--- config.mk ---
export PLATFORM = sky130hd
export DESIGN_NAME = dino_jump_ctrl_flat
export DESIGN_NICKNAME = d
export VERILOG_FILES = /design/src/rtl/dino_pkg.sv /design/src/rtl/dino_jump_ctrl_if.sv /design/src/rtl/dino_tick_gen.sv /design/src/rtl/dino_jump_ctrl.sv /design/src/flat_wrapper.sv
export SDC_FILE = /design/constraint.sdc
export NUM_CORES = 1
export LEC_CHECK = 0
export CORE_ASPECT_RATIO = 1.75
export CORE_UTILIZATION = 65
export DETAILED_ROUTE_END_ITERATION = 10
export HOLD_SLACK_MARGIN = 0.1
export PLACE_DENSITY = 0.85
export SLEW_MARGIN = 10
export SYNTH_ARGS = -nofsm -noshare
export SYNTH_HDL_FRONTEND = slang
export SYNTH_SLANG_ARGS = --single-unit
--- constraint.sdc ---
create_clock -name CLK -period 5.26 [get_ports CLK]
set_clock_uncertainty 0.15 [all_clocks]
set_input_delay 0.526 -clock CLK [delete_from_list [all_inputs] [get_ports CLK]]
set_output_delay 0.526 -clock CLK [all_outputs]
set_load 0.05 [all_outputs]
--- src/rtl/dino_pkg.sv ---
// Shared types and default constants for the dinosaur jump/game-status block.
package dino_pkg;

    typedef enum logic [1:0] {
        IDLE   = 2'd0,
        GROUND = 2'd1,
        AIR    = 2'd2,
        OVER   = 2'd3
    } dino_state_e;

    localparam int DEF_HEIGHT_W   = 6;
    localparam int DEF_MAX_HEIGHT = 40;
    localparam int DEF_JUMP_VEL   = 7;
    localparam int DEF_GRAVITY    = 1;
    localparam int DEF_TICK_DIV   = 500000;

    // Two extra bits give a sign bit and headroom for height + velocity.
    function automatic int vel_width(input int height_w);
        return height_w + 2;
    endfunction

endpackage

--- src/rtl/dino_jump_ctrl_if.sv ---
// Button/collision inputs and renderer-facing outputs of the jump controller.
interface dino_jump_ctrl_if
    import dino_pkg::*;
#(
    parameter int HEIGHT_W = DEF_HEIGHT_W
);
    logic                button_jump;
    logic                collision;
    logic [HEIGHT_W-1:0] dinosaur_height;
    logic                game_status;
    logic                game_over;
    logic                airborne;

    modport master (
        output button_jump, collision,
        input  dinosaur_height, game_status, game_over, airborne
    );

    modport slave (
        input  button_jump, collision,
        output dinosaur_height, game_status, game_over, airborne
    );
endinterface

--- src/rtl/dino_tick_gen.sv ---
// Physics tick generator: one-cycle pulse every TICK_DIV enabled CLK cycles.
module dino_tick_gen
    import dino_pkg::*;
#(
    parameter int TICK_DIV = DEF_TICK_DIV
) (
    input  logic CLK,
    input  logic rst_n,
    input  logic enable,
    input  logic clear,
    output logic tick
);
    localparam int              CNT_W = (TICK_DIV > 2) ? $clog2(TICK_DIV) : 1;
    localparam logic [CNT_W-1:0] LAST = CNT_W'(TICK_DIV - 1);

    logic [CNT_W-1:0] count_q;

    // NOTE: sequential state uses non-blocking assignments so every flop samples pre-edge values.
    always_ff @(posedge CLK or negedge rst_n) begin
        if (!rst_n) begin
            count_q <= '0;
        end else if (clear) begin
            count_q <= '0;
        end else if (enable) begin
            count_q <= (count_q == LAST) ? '0 : count_q + CNT_W'(1);
        end
    end

    assign tick = enable && (count_q == LAST);

endmodule

--- src/rtl/dino_jump_ctrl.sv ---
// Game FSM and tick-paced ballistic jump physics for the dinosaur game.
// Optional double jump is compiled in with `define DINO_DOUBLE_JUMP_EN.
module dino_jump_ctrl
    import dino_pkg::*;
#(
    parameter int HEIGHT_W   = DEF_HEIGHT_W,
    parameter int MAX_HEIGHT = DEF_MAX_HEIGHT,
    parameter int JUMP_VEL   = DEF_JUMP_VEL,
    parameter int GRAVITY    = DEF_GRAVITY,
    parameter int TICK_DIV   = DEF_TICK_DIV
) (
    input logic             CLK,
    input logic             rst_n,
    dino_jump_ctrl_if.slave bus
);
    localparam int VEL_W = vel_width(HEIGHT_W);

    typedef logic signed [VEL_W-1:0] vel_t;

    localparam vel_t JUMP_V = vel_t'(JUMP_VEL);
    localparam vel_t GRAV_V = vel_t'(GRAVITY);
    localparam vel_t MAX_V  = vel_t'(MAX_HEIGHT);

    dino_state_e         state_q, state_d;
    logic [HEIGHT_W-1:0] height_q, height_d;
    vel_t                vel_q, vel_d;
    vel_t                next_h;
    logic                button_prev_q;
    logic                press;
    logic                tick;
    logic                game_status_q, game_over_q, airborne_q;
`ifdef DINO_DOUBLE_JUMP_EN
    logic                dj_used_q, dj_used_d;
`endif

    assign press  = bus.button_jump & ~button_prev_q;
    assign next_h = $signed({2'b00, height_q}) + vel_q;

    dino_tick_gen #(
        .TICK_DIV (TICK_DIV)
    ) u_tick_gen (
        .CLK    (CLK),
        .rst_n  (rst_n),
        .enable ((state_q == GROUND) || (state_q == AIR)),
        .clear  ((state_q == IDLE) && press),
        .tick   (tick)
    );

    always_ff @(posedge CLK or negedge rst_n) begin
        if (!rst_n) begin
            state_q       <= IDLE;
            height_q      <= '0;
            vel_q         <= '0;
            button_prev_q <= 1'b0;
            game_status_q <= 1'b0;
            game_over_q   <= 1'b0;
            airborne_q    <= 1'b0;
        end else begin
            state_q       <= state_d;
            height_q      <= height_d;
            vel_q         <= vel_d;
            button_prev_q <= bus.button_jump;
            game_status_q <= (state_q == GROUND) || (state_q == AIR);
            game_over_q   <= (state_q == OVER);
            airborne_q    <= (state_q == AIR);
        end
    end

`ifdef DINO_DOUBLE_JUMP_EN
    always_ff @(posedge CLK or negedge rst_n) begin
        if (!rst_n) dj_used_q <= 1'b0;
        else        dj_used_q <= dj_used_d;
    end
`endif

    // NOTE: every always_comb output gets a default first so no path can infer a latch.
    always_comb begin
        state_d  = state_q;
        height_d = height_q;
        vel_d    = vel_q;
`ifdef DINO_DOUBLE_JUMP_EN
        dj_used_d = dj_used_q;
`endif
        unique case (state_q)
            IDLE: begin
                if (press) begin
                    state_d  = GROUND;
                    height_d = '0;
                    vel_d    = '0;
                end
            end
            GROUND: begin
                height_d = '0;
                if (bus.collision) begin
                    state_d = OVER;
                end else if (press) begin
                    state_d = AIR;
                    vel_d   = JUMP_V;
`ifdef DINO_DOUBLE_JUMP_EN
                    dj_used_d = 1'b0;
`endif
                end
            end
            AIR: begin
                // Collision freezes height and velocity exactly where they are.
                if (bus.collision) begin
                    state_d = OVER;
                end else begin
                    if (tick) begin
                        if (next_h <= 0) begin
                            state_d  = GROUND;
                            height_d = '0;
                            vel_d    = '0;
`ifdef DINO_DOUBLE_JUMP_EN
                            dj_used_d = 1'b0;
`endif
                        end else if (next_h > MAX_V) begin
                            height_d = HEIGHT_W'(MAX_HEIGHT);
                            vel_d    = '0;
                        end else begin
                            height_d = next_h[HEIGHT_W-1:0];
                            vel_d    = vel_q - GRAV_V;
                        end
                    end
`ifdef DINO_DOUBLE_JUMP_EN
                    // A second launch overrides the tick's velocity update, unless this tick lands.
                    if (press && !dj_used_q && (state_d == AIR)) begin
                        vel_d     = JUMP_V;
                        dj_used_d = 1'b1;
                    end
`endif
                end
            end
            OVER: begin
                if (press) begin
                    state_d  = IDLE;
                    height_d = '0;
                    vel_d    = '0;
                end
            end
            default: state_d = IDLE;
        endcase
    end

    assign bus.dinosaur_height = height_q;
    assign bus.game_status     = game_status_q;
    assign bus.game_over       = game_over_q;
    assign bus.airborne        = airborne_q;

endmodule

--- src/flat_wrapper.sv ---
// flat-port wrapper written by rule: the top's interface ports become plain ports
module dino_jump_ctrl_flat import dino_pkg::*;
#(
    parameter int HEIGHT_W   = DEF_HEIGHT_W,
    parameter int MAX_HEIGHT = DEF_MAX_HEIGHT,
    parameter int JUMP_VEL   = DEF_JUMP_VEL,
    parameter int GRAVITY    = DEF_GRAVITY,
    parameter int TICK_DIV   = DEF_TICK_DIV
)
  (CLK, rst_n, bus_button_jump, bus_collision, bus_dinosaur_height, bus_game_status, bus_game_over, bus_airborne);
  dino_jump_ctrl_if #(.HEIGHT_W(HEIGHT_W)) bus_i ();
  input logic CLK;
  input logic rst_n;
  input wire logic [$bits(bus_i.button_jump)-1:0] bus_button_jump;
  input wire logic [$bits(bus_i.collision)-1:0] bus_collision;
  output wire logic [$bits(bus_i.dinosaur_height)-1:0] bus_dinosaur_height;
  output wire logic [$bits(bus_i.game_status)-1:0] bus_game_status;
  output wire logic [$bits(bus_i.game_over)-1:0] bus_game_over;
  output wire logic [$bits(bus_i.airborne)-1:0] bus_airborne;
  assign bus_i.button_jump = bus_button_jump;
  assign bus_i.collision = bus_collision;
  assign bus_dinosaur_height = bus_i.dinosaur_height;
  assign bus_game_status = bus_i.game_status;
  assign bus_game_over = bus_i.game_over;
  assign bus_airborne = bus_i.airborne;
  dino_jump_ctrl #(.HEIGHT_W(HEIGHT_W), .MAX_HEIGHT(MAX_HEIGHT), .JUMP_VEL(JUMP_VEL), .GRAVITY(GRAVITY), .TICK_DIV(TICK_DIV)) u_core (.CLK(CLK), .rst_n(rst_n), .bus(bus_i));
endmodule
Word level (Yosys, flattened, before mapping)
Index checks and enable logic that the tools add are counted.
{"block": "op_classes", "addsub": 3, "n_div": 0, "n_lt_le_gt_ge": 2, "reduce_logical": 9, "n_eq_ne": 14, "mul": 0, "n_mux": 25, "bitwise": 2, "shift": 0}
{"op": "$mux 19", "n": 3}
{"op": "$mux 8", "n": 7}
{"op": "$mux 6", "n": 5}
{"op": "$pmux 8 s3", "n": 1}
{"op": "$add 19x1->19 const B", "n": 1}
{"op": "$eq 19x19->1 const B", "n": 1}
{"op": "$pmux 6 s3", "n": 1}
{"op": "$mux 2", "n": 7}
{"op": "$ne 2x1->1 const B", "n": 5}
{"op": "$reduce_and 5->1", "n": 2}
{"op": "$add 7x8->8", "n": 1}
{"op": "$gt 8x7->1 const B", "n": 1}
{"op": "$le 8x1->1 const B", "n": 1}
{"op": "$pmux 2 s4", "n": 1}
{"op": "$sub 8x2->8 const B", "n": 1}
{"op": "$ne 3x2->1 const B", "n": 2}
{"op": "$eq 2x2->1 const B", "n": 2}
{"op": "$ne 2x2->1 const B", "n": 2}
{"op": "$ne 3x3->1 const B", "n": 1}
{"op": "$reduce_and 3->1", "n": 1}
{"op": "$eq 2x1->1 const B", "n": 1}
{"op": "$logic_and 1x1->1", "n": 2}
{"op": "$logic_not 2->1", "n": 1}
{"op": "$reduce_bool 2->1", "n": 1}
{"op": "other kinds (4)", "n": 4}
{"block": "word_totals", "output_inout_bits": 9, "in_bits": 4, "mem_bits_rw": 0, "mem_bits_ro": 0, "reg_bits": 39, "memories": 0, "elab_cells": 63, "latchBits": 0}

Logic depth before layout (Yosys ltp)
Gate-level depths: netlist of the first run.
{"block": "logic_depth", "word_depth": 7, "mapped_depth": 9, "depth_no_buf": 8}

Hierarchy
From an unflattened synthesis of the first run, not the netlist that was laid out.
{"block": "unflattened", "hier_cells": 271, "area_unflattened_um2": 2581.2}
{"module": "dino_jump_ctrl", "seq_area_each_um2": 500.5, "area_per_inst_um2": 1516.5, "instances": 1, "cells_each": 156}
{"module": "dino_tick_gen", "seq_area_each_um2": 475.5, "area_per_inst_um2": 1064.8, "instances": 1, "cells_each": 115}

Worst setup path before layout of the first run
Ideal clock, no wire load.
{"block": "synth_timing", "path_kind": "register to register", "start": "register u_core.height_q[0], in the netlist u_core.bus.dinosaur_height[0]", "end": "register u_core.state_q[1]", "arrival_time_ps": 2747, "n_path_buf": 0, "period_less_slack_ps": 3017, "path_stages_with_launch": 9, "setup_ps": 120, "setup_slack_ps": 2243, "required_ps": 4990, "cell_sequence": "dfrtp_1 > ha_1 > fa_1 > a211oi_2 > nor2_1 > o311ai_2 > nor3b_2 > or4_1 > and3_1"}
{"block": "synth_between", "elab_chain_len": 4}
{"item": "start, declared", "line": "dino_jump_ctrl.sv:25", "text": "logic [HEIGHT_W-1:0] height_q, height_d;"}
{"item": "start signal, assigned", "line": "dino_jump_ctrl.sv:60", "text": "height_q <= height_d;"}
{"item": "$add 7x8->8", "line": "dino_jump_ctrl.sv:37", "text": "assign next_h = $signed({2'b00, height_q}) + vel_q;"}
{"item": "$le 8x1->1", "line": "dino_jump_ctrl.sv:110", "text": "if (next_h <= 0) begin"}
{"item": "$ne 3x3->1 (no line)"}
{"item": "$reduce_and 5->1 (no line)"}
{"item": "end signal, assigned", "line": "dino_jump_ctrl.sv:59", "text": "state_q <= state_d;"}
{"item": "end, declared", "line": "dino_jump_ctrl.sv:24", "text": "dino_state_e state_q, state_d;"}
Every way passes these cells.
A chain may end at the register's enable or synchronous reset.

Worst setup path after layout of the first run
{"block": "layout_timing", "start": "register u_core.vel_q[0]", "end": "register u_core.vel_q[6]"}
{"block": "layout_between", "elab_chain_len": 7, "elab_cells_between_ends": 9, "classes_between": "add/sub (2); order compare (2); mux (5)"}
{"item": "start, declared", "line": "dino_jump_ctrl.sv:26", "text": "vel_t vel_q, vel_d;"}
{"item": "start signal, assigned", "line": "dino_jump_ctrl.sv:61", "text": "vel_q <= vel_d;"}
{"item": "$add 7x8->8", "line": "dino_jump_ctrl.sv:37"}
{"item": "$gt 8x7->1", "line": "dino_jump_ctrl.sv:117", "text": "end else if (next_h > MAX_V) begin"}
{"item": "$mux 8", "line": "dino_jump_ctrl.sv:117"}
{"item": "$mux 8 *", "line": "dino_jump_ctrl.sv:110"}
{"item": "$mux 8 *", "line": "dino_jump_ctrl.sv:109", "text": "if (tick) begin"}
{"item": "$mux 8 *", "line": "dino_jump_ctrl.sv:106", "text": "if (bus.collision) begin"}
{"item": "$pmux 8 s3 *", "line": "dino_jump_ctrl.sv:84", "text": "unique case (state_q)"}
Every way passes the cells marked *; elsewhere a longest branch is shown, timed or not. The select of a mux whose other input is x is not followed.

==> flow_metrics.env, run 1 <==
export IMPL_slowest_delay_ns=0.72
export IMPL_critPathKind="reg -> reg"
export IMPL_power_density_mw_per_mm2=450
export IMPL_syn_inst=277
export IMPL_n_antenna_cell=0
export IMPL_layout_cells_non_filler=337
export IMPL_gr_total_overflow=0
export IMPL_worst_slew_pin_slew_ns=0.958
export IMPL_holdWs_ns=0.191
export IMPL_worstPathArrival_ns=3.33
export IMPL_vias_per_cell=6.57
export IMPL_synth_main_ff_cell="dfrtp_1"
export IMPL_cts_tree="yes"
export IMPL_rsz0062_at_grt="false"
export IMPL_coreArea_mm2=0.00366
export IMPL_p_leak_nw=1.19
export IMPL_hpwlAfterDp_um=4310
export IMPL_finalSetupViolCount=0
export IMPL_numCtsBuffers=5
export IMPL_async_reset_ff_frac=1.00
export IMPL_first_iter_violations=89
export IMPL_clk_pin_slew_ns=0.08
export IMPL_num_fill_cells=287
export IMPL_muxShareOfSynthArea=0.00797
export IMPL_die_y_um=84.2
export IMPL_synth_compound_area_frac=0.197
export IMPL_slew_violations=0
export IMPL_cp_start_kind="register"
export IMPL_route_vias_total=2213
export IMPL_vdd_ir_drop_max_uv=404
export IMPL_synth_xor_area_frac=0.0453
export IMPL_ant_nets=0
export IMPL_reg2reg_from="u_core.vel_q[0]"
export IMPL_route_detailed_drc=0
export IMPL_yosysWarnings=0
export IMPL_timing_rr_end="u_core.vel_q[6]"
export IMPL_portBuffers=12
export IMPL_final_util=0.759
export IMPL_start_util=0.685
export IMPL_rows=29
export IMPL_grt_max_degree=40
export IMPL_synth_top_family_by_area="simple AND/OR/NAND/NOR gates"
export IMPL_power_w=0.00125
export IMPL_ys_seq_area_frac=0.389
export IMPL_finalHoldViolations=0
export IMPL_areaGrowthSynthToFinish_pct=10.7
export IMPL_finalSetupTns_ns=0
export IMPL_die_area_mm2=0.00413
export IMPL_dr_pass1_iters=4
export IMPL_clockBufferDepth=2
export IMPL_synth_fp_nets=294
export IMPL_post_cts_buffers=0
export IMPL_holdBufCountCts=0
export IMPL_yosys_top_cells_area="dfrtp_1 (39%), ha_1 (6.0%), nor2_1 (4.9%)"
export IMPL_die_w_um=49.0
export IMPL_max_freq_mhz=305
export IMPL_worstPathCellList="ha_1, fa_1, a211oi_2, nor2_1, o221a_2, mux2i_1, nand3_1, o32ai_1"
export IMPL_finalCritPeriodShare=0.624
export IMPL_syn_area_mm2=0.00251
export IMPL_reg2reg_slack_ns=1.98
export IMPL_end_kind="register"
export IMPL_outcome="completed"
export IMPL_finalWirelength_um=5960
export IMPL_r2r_cells=8
export IMPL_synth_simple_area_share=0.266
export IMPL_synth_ff_latch_count=39
export IMPL_slew_headroom=0.343
export IMPL_crit_slowest_cell="mux2i_1"
export IMPL_finalNetCount=307
export IMPL_fin_crit_ns=3.28
export IMPL_htreeDepth=2
export IMPL_final_layout_size_suffix_gt1_frac=0.0790
export IMPL_place_inst=329
export IMPL_io_pins=13
export IMPL_cts_num_sinks=39
export IMPL_place_congestion=0.890
export IMPL_ctsResizeCount=0
export IMPL_synth_edff_count=0
export IMPL_maxCapViolations=0
export IMPL_required_ns=5.31
export IMPL_netlist_area_leader_share=0.389
export IMPL_synth_adder_area_share=0.0678
export IMPL_grt_pass1_vias=2184
export IMPL_clkLatencyLatePin_ns=0.29
export IMPL_grt_pass1_wl_um=9780
export IMPL_wl_per_cell_um=17.7
export IMPL_synth_cell_types=55
export IMPL_crit_fanout=13
export IMPL_synth_top_cell_by_area="dfrtp_1"
export IMPL_hp_class="in -> async"
export IMPL_antenna_found_initial=0
export IMPL_syn_avg_cell_area_um2=9.07
export IMPL_grt_use_total=0.307
export IMPL_cts_root_buf="clkbuf_8"
[metrics by stage]
| stage | setup WS [ns] | cell area (um^2) |
|---|---|---|
| 2_1_floorplan | 2.24 | 2510 |
| 5_1_grt | 1.81 | 2780 |
| 3_3_place_gp | 2.14 | 2660 |
| 3_5_place_dp | 2.06 | 2660 |
| 4_1_cts | 2.03 | 2780 |
| 6_report | 1.98 | 2780 |
[worst max-delay path: cells and delay by family (launching register included)]
family | cells | cell delay [ns]
compound gates | 3 | 0.86
mux | 1 | 0.72
fa+ha+maj | 2 | 0.66
flops | 1 | 0.42
simple gates | 2 | 0.37
[layout make-up]
| type | count | area (um^2) | area share |
|---|---|---|---|
| well taps | 46 | 57.6 | 0.0207 |
| clock inverters | 2 | 35.0 | 0.0126 |
| repair buffers | 13 | 123 | 0.0441 |
| flip-flops and latches | 39 | 976 | 0.351 |
| multi-input cells | 220 | 1470 | 0.527 |
| clock buffers | 6 | 82.6 | 0.0297 |
| inverters | 11 | 41.3 | 0.0149 |
[state kept, by name, summed over array words and instances, names as in the netlist]
register	cells
u_core.bus.game_over	1
u_core.u_tick_gen.count_q	19
u_core.bus.game_status	1
u_core.vel_q	8
u_core.state_q	2
u_core.button_prev_q	1
u_core.bus.dinosaur_height	6
u_core.bus.airborne	1
[cells by family after synthesis]
kind of cell / count (synthesis)
flip-flops: 39
multiplexers: 2
buffers and inverters: 18
XOR/XNOR: 13
adder cells (fa/ha/maj): 13
AND/OR/NAND/NOR: 126
AO/OA/AOI/OAI: 66
[Yosys cell counts (all sizes together) (6+ instances only)]
cell type and number:
dfrtp 39, nor2 33, o21ai 19, nand2 16, nand3 16, ha 12, inv 11, xor2 10
nand4 9, o31ai 8, nor2b 7, nor3 7, and3 6, nor4 6
[cells in the final DEF (no fill, tap or decap), types with 2 or more instances in the layout]
cell / netlist / layout
a41oi_1: 3 / 3
nand2b_1: 5 / 5
xnor2_1: 3 / 3
nand3_1: 16 / 16
a211oi_1: 3 / 3
nor3_1: 7 / 7
or3_1: 4 / 4
o31ai_1: 8 / 8
nor2_1: 33 / 33
a32o_1: 5 / 5
xor2_1: 10 / 10
clkdlybuf4s50_1: 0 / 11
a21o_1: 3 / 3
a22oi_1: 3 / 3
o21a_1: 2 / 2
a21oi_1: 4 / 4
and3_1: 6 / 6
o21ai_0: 19 / 19
dfrtp_1: 39 / 39
o22ai_1: 2 / 2
nand4_1: 9 / 9
nand2_1: 16 / 16
ha_1: 12 / 12
nor2b_1: 7 / 7
inv_1: 11 / 11
mux2i_1: 2 / 2
o32ai_1: 2 / 2
o221a_2: 2 / 2
or2_2: 4 / 4
clkbuf_8: 0 / 6
nor4_1: 6 / 6
[worst max path at each step]
stage	start	cells past startpoint	slack [ns]	end
global route	u_core.vel_q[0]	8	1.81	u_core.vel_q[6]
detailed placement	u_core.vel_q[0]	8	2.06	u_core.vel_q[6]
floorplan	u_core.bus.dinosaur_height[0]	8	2.24	u_core.state_q[1]
finish	u_core.vel_q[0]	8	1.98	u_core.vel_q[6]
global placement	u_core.vel_q[0]	8	2.14	u_core.vel_q[6]
CTS	u_core.vel_q[0]	8	2.03	u_core.vel_q[6]
[routing by layer]
| layer | wire [um] | global-route usage |
|---|---|---|
| met5 | 0 | 0 |
| met4 | 151 | 0.155 |
| met3 | 129 | 0.0344 |
| met1 | 2330 | 0.329 |
| met2 | 3340 | 0.576 |
[report_power, final]
part	internal, W	switching [W]	total [W]
logic	0.000201	0.000370	0.000571
clock network	0.000154	0.000107	0.000260
registers	0.000357	0.0000632	0.000420
No activity file was read; power rests on OpenSTA's default activity.
==> inputs of run 2 (changes only) <==
Settings changed: CORE_UTILIZATION 65 to 60, PLACE_DENSITY 0.85 to 0.8.
Clock period 5.26 ns to 3.2 ns, I/O delays scaled along.
==> flow_metrics.env, run 2 (same netlist as run 1, synthesis figures left out) <==
export IMPL_grt_pass1_wl_um=10300
export IMPL_finalNetCount=314
export IMPL_end_kind="register"
export IMPL_reg2reg_from="u_core.vel_q[0]"
export IMPL_numCtsBuffers=5
export IMPL_vdd_ir_drop_max_uv=473
export IMPL_finalCritPeriodShare=0.928
export IMPL_route_vias_total=2216
export IMPL_cp_start_kind="register"
export IMPL_rows=30
export IMPL_cts_root_buf="clkbuf_8"
export IMPL_finalHoldViolations=0
export IMPL_crit_slowest_cell="or4_1"
export IMPL_antenna_found_initial=0
export IMPL_dr_pass1_iters=5
export IMPL_power_density_mw_per_mm2=730
export IMPL_cp_num_cells=8
export IMPL_final_layout_size_suffix_gt1_frac=0.0973
export IMPL_finalSetupViolCount=0
export IMPL_clk_pin_slew_ns=0.09
export IMPL_gr_total_overflow=0
export IMPL_m1WireLength_um=2250
export IMPL_holdWs_ns=0.369
export IMPL_cts_tree="yes"
export IMPL_portBuffers=12
export IMPL_hp_class="in -> reg"
export IMPL_grt_use_total=0.310
export IMPL_slew_headroom=0.414
export IMPL_worst_slew_pin_slew_ns=0.879
export IMPL_clkLatencyLatePin_ns=0.30
export IMPL_fin_crit_ns=2.97
export IMPL_wl_per_cell_um=17.2
export IMPL_slowest_delay_ns=0.49
export IMPL_largest_reg_flops=19
export IMPL_cp_top_family="simple AND/OR/NAND/NOR gates"
export IMPL_cts_num_sinks=39
export IMPL_io_pins=13
export IMPL_hpwlAfterDp_um=4520
export IMPL_clockBufferDepth=2
export IMPL_max_freq_mhz=337
export IMPL_post_cts_buffers=0
export IMPL_num_fill_cells=314
export IMPL_wl_met2_um=3310
export IMPL_worstPathArrival_ns=3.01
export IMPL_die_w_um=50.9
export IMPL_grt_max_degree=40
export IMPL_required_ns=3.24
export IMPL_crit_fanout=5
export IMPL_place_congestion=0.946
export IMPL_cp_endpoint="u_core.state_q[1]"
export IMPL_grt_pass1_vias=2264
export IMPL_wl_met3_um=135
export IMPL_coreArea_mm2=0.00394
export IMPL_htreeDepth=2
export IMPL_ant_nets=0
export IMPL_first_iter_violations=69
export IMPL_mostFrequentLayoutCells="dfrtp_1 (39), nor2_1 (33), o21ai_0 (19)"
export IMPL_route_detailed_drc=0
export IMPL_maxCapViolations=0
export IMPL_startpoint="u_core.vel_q[0]"
export IMPL_start_util=0.637
export IMPL_worstPathCellList="ha_1, fa_1, a211oi_2, nor2_1, o311ai_2, nor3b_2, or4_1, and3_1"
export IMPL_finalSetupTns_ns=0
export IMPL_top_layer_used="met4"
export IMPL_critical_path_buf_inv_count=0
export IMPL_slew_violations=0
export IMPL_die_area_mm2=0.00446
export IMPL_p_leak_nw=1.23
export IMPL_die_y_um=87.6
export IMPL_rsz0062_at_grt="false"
export IMPL_n_antenna_cell=0
export IMPL_top_register="u_core.u_tick_gen.count_q"
export IMPL_vias_per_cell=6.40
export IMPL_outcome="completed"
export IMPL_layout_commonest_cell="dfrtp_1"
export IMPL_reg2reg_slack_ns=0.23
export IMPL_finalWirelength_um=5970
export IMPL_areaGrowthSynthToFinish_pct=13.0
export IMPL_timing_rr_end="u_core.state_q[1]"
export IMPL_r2r_cells=8
export IMPL_critPathKind="reg -> reg"
run 2: cell count changes in the layout (fill, tap and decap cells not counted), sizes merged:
cell,previous run,this run
buf,2,8
dlygate4sd3,0,1
run 2: layout make-up:
| type | instances | area (um^2) | share of cell area |
|---|---|---|---|
| clock buffer | 6 | 82.6 | 0.0291 |
| clock inverter | 2 | 35.0 | 0.0123 |
| inverter | 11 | 41.3 | 0.0146 |
| multi-input combinational | 220 | 1470 | 0.516 |
| sequential | 39 | 976 | 0.344 |
| tap | 48 | 60.1 | 0.0212 |
| timing repair buffer | 20 | 178 | 0.0626 |
run 2: worst min-delay path by stage:
stage / startpoint / end / cells past startpoint
floorplan: rst_n / u_core.bus.airborne / 0
global placement: rst_n / u_core.bus.dinosaur_height[1] / 1
detailed placement: rst_n / u_core.bus.dinosaur_height[0] / 1
CTS: bus_button_jump / u_core.button_prev_q / 1
global route: bus_button_jump / u_core.button_prev_q / 1
finish: bus_button_jump / u_core.button_prev_q / 1
run 2: repair_timing:
item / CTS / global route
endpoints found under the hold margin: 39 / 0
gates resized for setup: 0 / 0
hold buffers: 1 / 0
run 2: power breakdown:
group          leakage [nW]  internal [W]  switching (W)
logic                 0.647      0.000357       0.000591
clock network        0.0612      0.000253       0.000182
registers             0.520      0.000586       0.000102
run 2: metal layers:
layer | vias up | track usage
li1 | 1072 | -
met1 | 1065 | 0.333
met2 | 56 | 0.551
met3 | 23 | 0.0451
met4 | 0 | 0.197
met5 | - | 0
run 2: per-stage QoR:
stage,instance area (um^2),total power [W],setup slack (ns),instances,utilization
after floorplan,2510,0.00137,0.183,277,-
after global placement,2710,0.00162,0.337,337,0.688
after detailed placement,2710,0.00164,0.260,337,0.688
after CTS,2840,0.00208,0.240,346,0.720
after global routing,2840,0.00222,0.0604,346,0.720
final,2840,0.00207,0.231,346,0.720
==> inputs of run 3 (changes only) <==
Settings changed: SYNTH_HIERARCHICAL from default to 1.
==> flow_metrics.env, run 3 <==
export IMPL_mostFrequentLayoutCells="dfrtp_1 (39), nand2_1 (21), nor2_1 (21)"
export IMPL_first_iter_violations=68
export IMPL_max_freq_mhz=319
export IMPL_slowest_delay_ns=0.44
export IMPL_n_antenna_cell=0
export IMPL_top_register="u_core/u_tick_gen/count_q"
export IMPL_die_area_mm2=0.00458
export IMPL_synth_ff_latch_count=39
export IMPL_final_layout_size_suffix_gt1_frac=0.126
export IMPL_num_fill_cells=354
export IMPL_numCtsBuffers=5
export IMPL_seqCellArea_um2=976
export IMPL_clkPwrFrac=0.145
export IMPL_coreArea_mm2=0.00411
export IMPL_synth_fp_nets=289
export IMPL_clk_pin_slew_ns=0.09
export IMPL_dr_pass1_iters=4
export IMPL_slew_headroom=0.429
export IMPL_io_pins=13
export IMPL_route_vias_total=2199
export IMPL_vdd_ir_drop_max_uv=696
export IMPL_largest_reg_flops=19
export IMPL_antenna_found_initial=0
export IMPL_finalCritPeriodShare=0.981
export IMPL_power_density_mw_per_mm2=975
export IMPL_finalSetupViolCount=0
export IMPL_finalWirelength_um=6010
export IMPL_critical_path_buf_inv_count=0
export IMPL_synthMostInstantiatedCell="dfrtp_1"
export IMPL_route_detailed_drc=0
export IMPL_portBuffers=12
export IMPL_final_util=0.706
export IMPL_slew_violations=0
export IMPL_finalHoldViolations=0
export IMPL_layout_cells_non_filler=342
export IMPL_synth_top_cell_by_area="dfrtp_1"
export IMPL_end_kind="register"
export IMPL_fin_area_mm2=0.00290
export IMPL_worstPathCellList="ha_1, fa_1, a211o_1, and3_2, o311ai_2, o21bai_2, nor3_1, a221o_1"
export IMPL_synth_main_ff_cell="dfrtp_1"
export IMPL_rsz0062_at_grt="true"
export IMPL_p_switching_w=0.00136
export IMPL_finalSetupTns_ns=0
export IMPL_netlist_area_leader_share=0.378
export IMPL_critPathKind="reg -> reg"
export IMPL_place_congestion=0.828
export IMPL_power_w=0.00283
export IMPL_syn_area_mm2=0.00258
export IMPL_layout_commonest_cell="dfrtp_1"
export IMPL_async_reset_ff_frac=1.00
export IMPL_place_inst=333
export IMPL_yosysWarnings=6
export IMPL_worstPathArrival_ns=3.18
export IMPL_ys_top_cells_by_count="dfrtp_1 (39), nand2_1 (21), nor2_1 (21)"
export IMPL_hp_class="in -> reg"
export IMPL_areaGrowthSynthToFinish_pct=12.5
export IMPL_clkLatencyLatePin_ns=0.30
export IMPL_multi_input_area_mm2=0.00153
export IMPL_synth_cell_types=66
export IMPL_seq_power_share=0.283
export IMPL_cts_num_sinks=39
export IMPL_synth_edff_count=0
export IMPL_htreeDepth=2
export IMPL_post_cts_buffers=0
export IMPL_placed_area_mm2=0.00278
export IMPL_grt_max_degree=40
export IMPL_fin_crit_ns=3.14
export IMPL_rows=31
export IMPL_ant_nets=0
export IMPL_worst_slew_pin_slew_ns=0.857
export IMPL_required_ns=3.24
export IMPL_comb_power_share=0.572
export IMPL_crit_fanout=9
export IMPL_syn_inst=271
export IMPL_hpwlAfterDp_um=4410
export IMPL_grt_pass1_vias=2200
export IMPL_swShare=0.481
export IMPL_die_w_um=51.6
export IMPL_finalNetCount=310
export IMPL_crit_slowest_cell="dfrtp_1"
export IMPL_yosys_top_cells_area="dfrtp_1 (38%), ha_1 (6.3%), nor3_1 (3.3%)"
export IMPL_die_y_um=88.8
export IMPL_cp_start_kind="register"
export IMPL_ys_seq_area_frac=0.378
export IMPL_cts_root_buf="clkbuf_8"
export IMPL_clockBufferDepth=2
export IMPL_start_util=0.628
export IMPL_vias_per_cell=6.43
export IMPL_cts_tree="yes"
export IMPL_syn_avg_cell_area_um2=9.52
export IMPL_p_int_w=0.00147
export IMPL_p_leak_nw=1.18
export IMPL_gr_total_overflow=0
export IMPL_cp_top_family="compound AO/OA/AOI/OAI gates"
export IMPL_maxCapViolations=0
export IMPL_wl_per_cell_um=17.6
export IMPL_outcome="completed"
export IMPL_grt_pass1_wl_um=9780
export IMPL_grt_use_total=0.285
-- run 3: cell count changes in the layout (fill, tap and decap cells not counted), sizes merged, moves of 5 or more --
cell	delta
nor2b	-5
or4	+7
nor2	-12
xnor2	+5
nor3	+10
and3	-5
o21ai	-7
a21oi	+8
nand2	+6
xor2	-5
nand3	-12
-- run 3: power by group through the flow --
stage	combinational [W]	clock [W]	sequential (W)
3_5_place_dp	0.00159	0	0.000806
4_1_cts	0.00160	0.000418	0.000798
3_3_place_gp	0.00156	0	0.000799
5_1_grt	0.00176	0.000444	0.000818
2_1_floorplan	0.00109	0	0.000890
6_report	0.00162	0.000411	0.000801
-- run 3: metrics by stage --
| stage | hold WS [ns] | worst slack [ns] |
|---|---|---|
| after floorplan | -0.126 | 0.143 |
| final | 0.350 | 0.0608 |
| after CTS | 0.345 | 0.0744 |
| after global routing | 0.349 | -0.0350 |
| after global placement | 0.328 | 0.117 |
| after detailed placement | 0.332 | 0.0773 |
-- run 3: cells by family after synthesis --
kind of cell               synth area share
adders and majority gates            0.0708
buffers and inverters                0.0325
muxes                                0.0174
DFF                                   0.378
xor gates and xnor gates             0.0514
AOI/OAI and AO/OA                     0.214
and+or+nand+nor                       0.236
-- run 3: timing repair --
item                       4_1_cts  5_1_grt
gates resized for setup          0        2
hold endpoints to repair        39        0
hold buffers                     1        0
setup endpoints to repair        0        5
-- run 3: cell type report --
class / count / area share
Clock buffer: 5 / 0.0237
Clock inverter: 3 / 0.0151
Inverter: 15 / 0.0194
Multi-Input combinational cell: 212 / 0.526
Sequential cell: 39 / 0.336
Tap cell: 49 / 0.0211
Timing Repair Buffer: 19 / 0.0586
-- run 3: path summary, 6_finish.rpt --
kind	cells after the start	from	slack, ns	endpoint
hold reg to reg	1	u_core/bus.dinosaur_height[0]	0.41	u_core/bus.dinosaur_height[0]
setup reg to reg	8	u_core/vel_q[0]	0.06	u_core/vel_q[7]
max in group asynchronous	2	rst_n	1.84	u_core/vel_q[0]
min in group asynchronous	2	rst_n	0.52	u_core/bus.game_status
hold / removal	1	bus_button_jump	0.35	u_core/button_prev_q
setup / recovery	8	u_core/vel_q[0]	0.06	u_core/vel_q[7]
-- run 3: layer usage --
layer	up-vias	track usage	wire length [um]	share of wire
li1	1059	-	-	-
met5	-	0	0	0
met2	36	0.549	3420	0.57
met1	1094	0.291	2360	0.39
met3	10	0.0412	113	0.019
met4	0	0.130	119	0.020
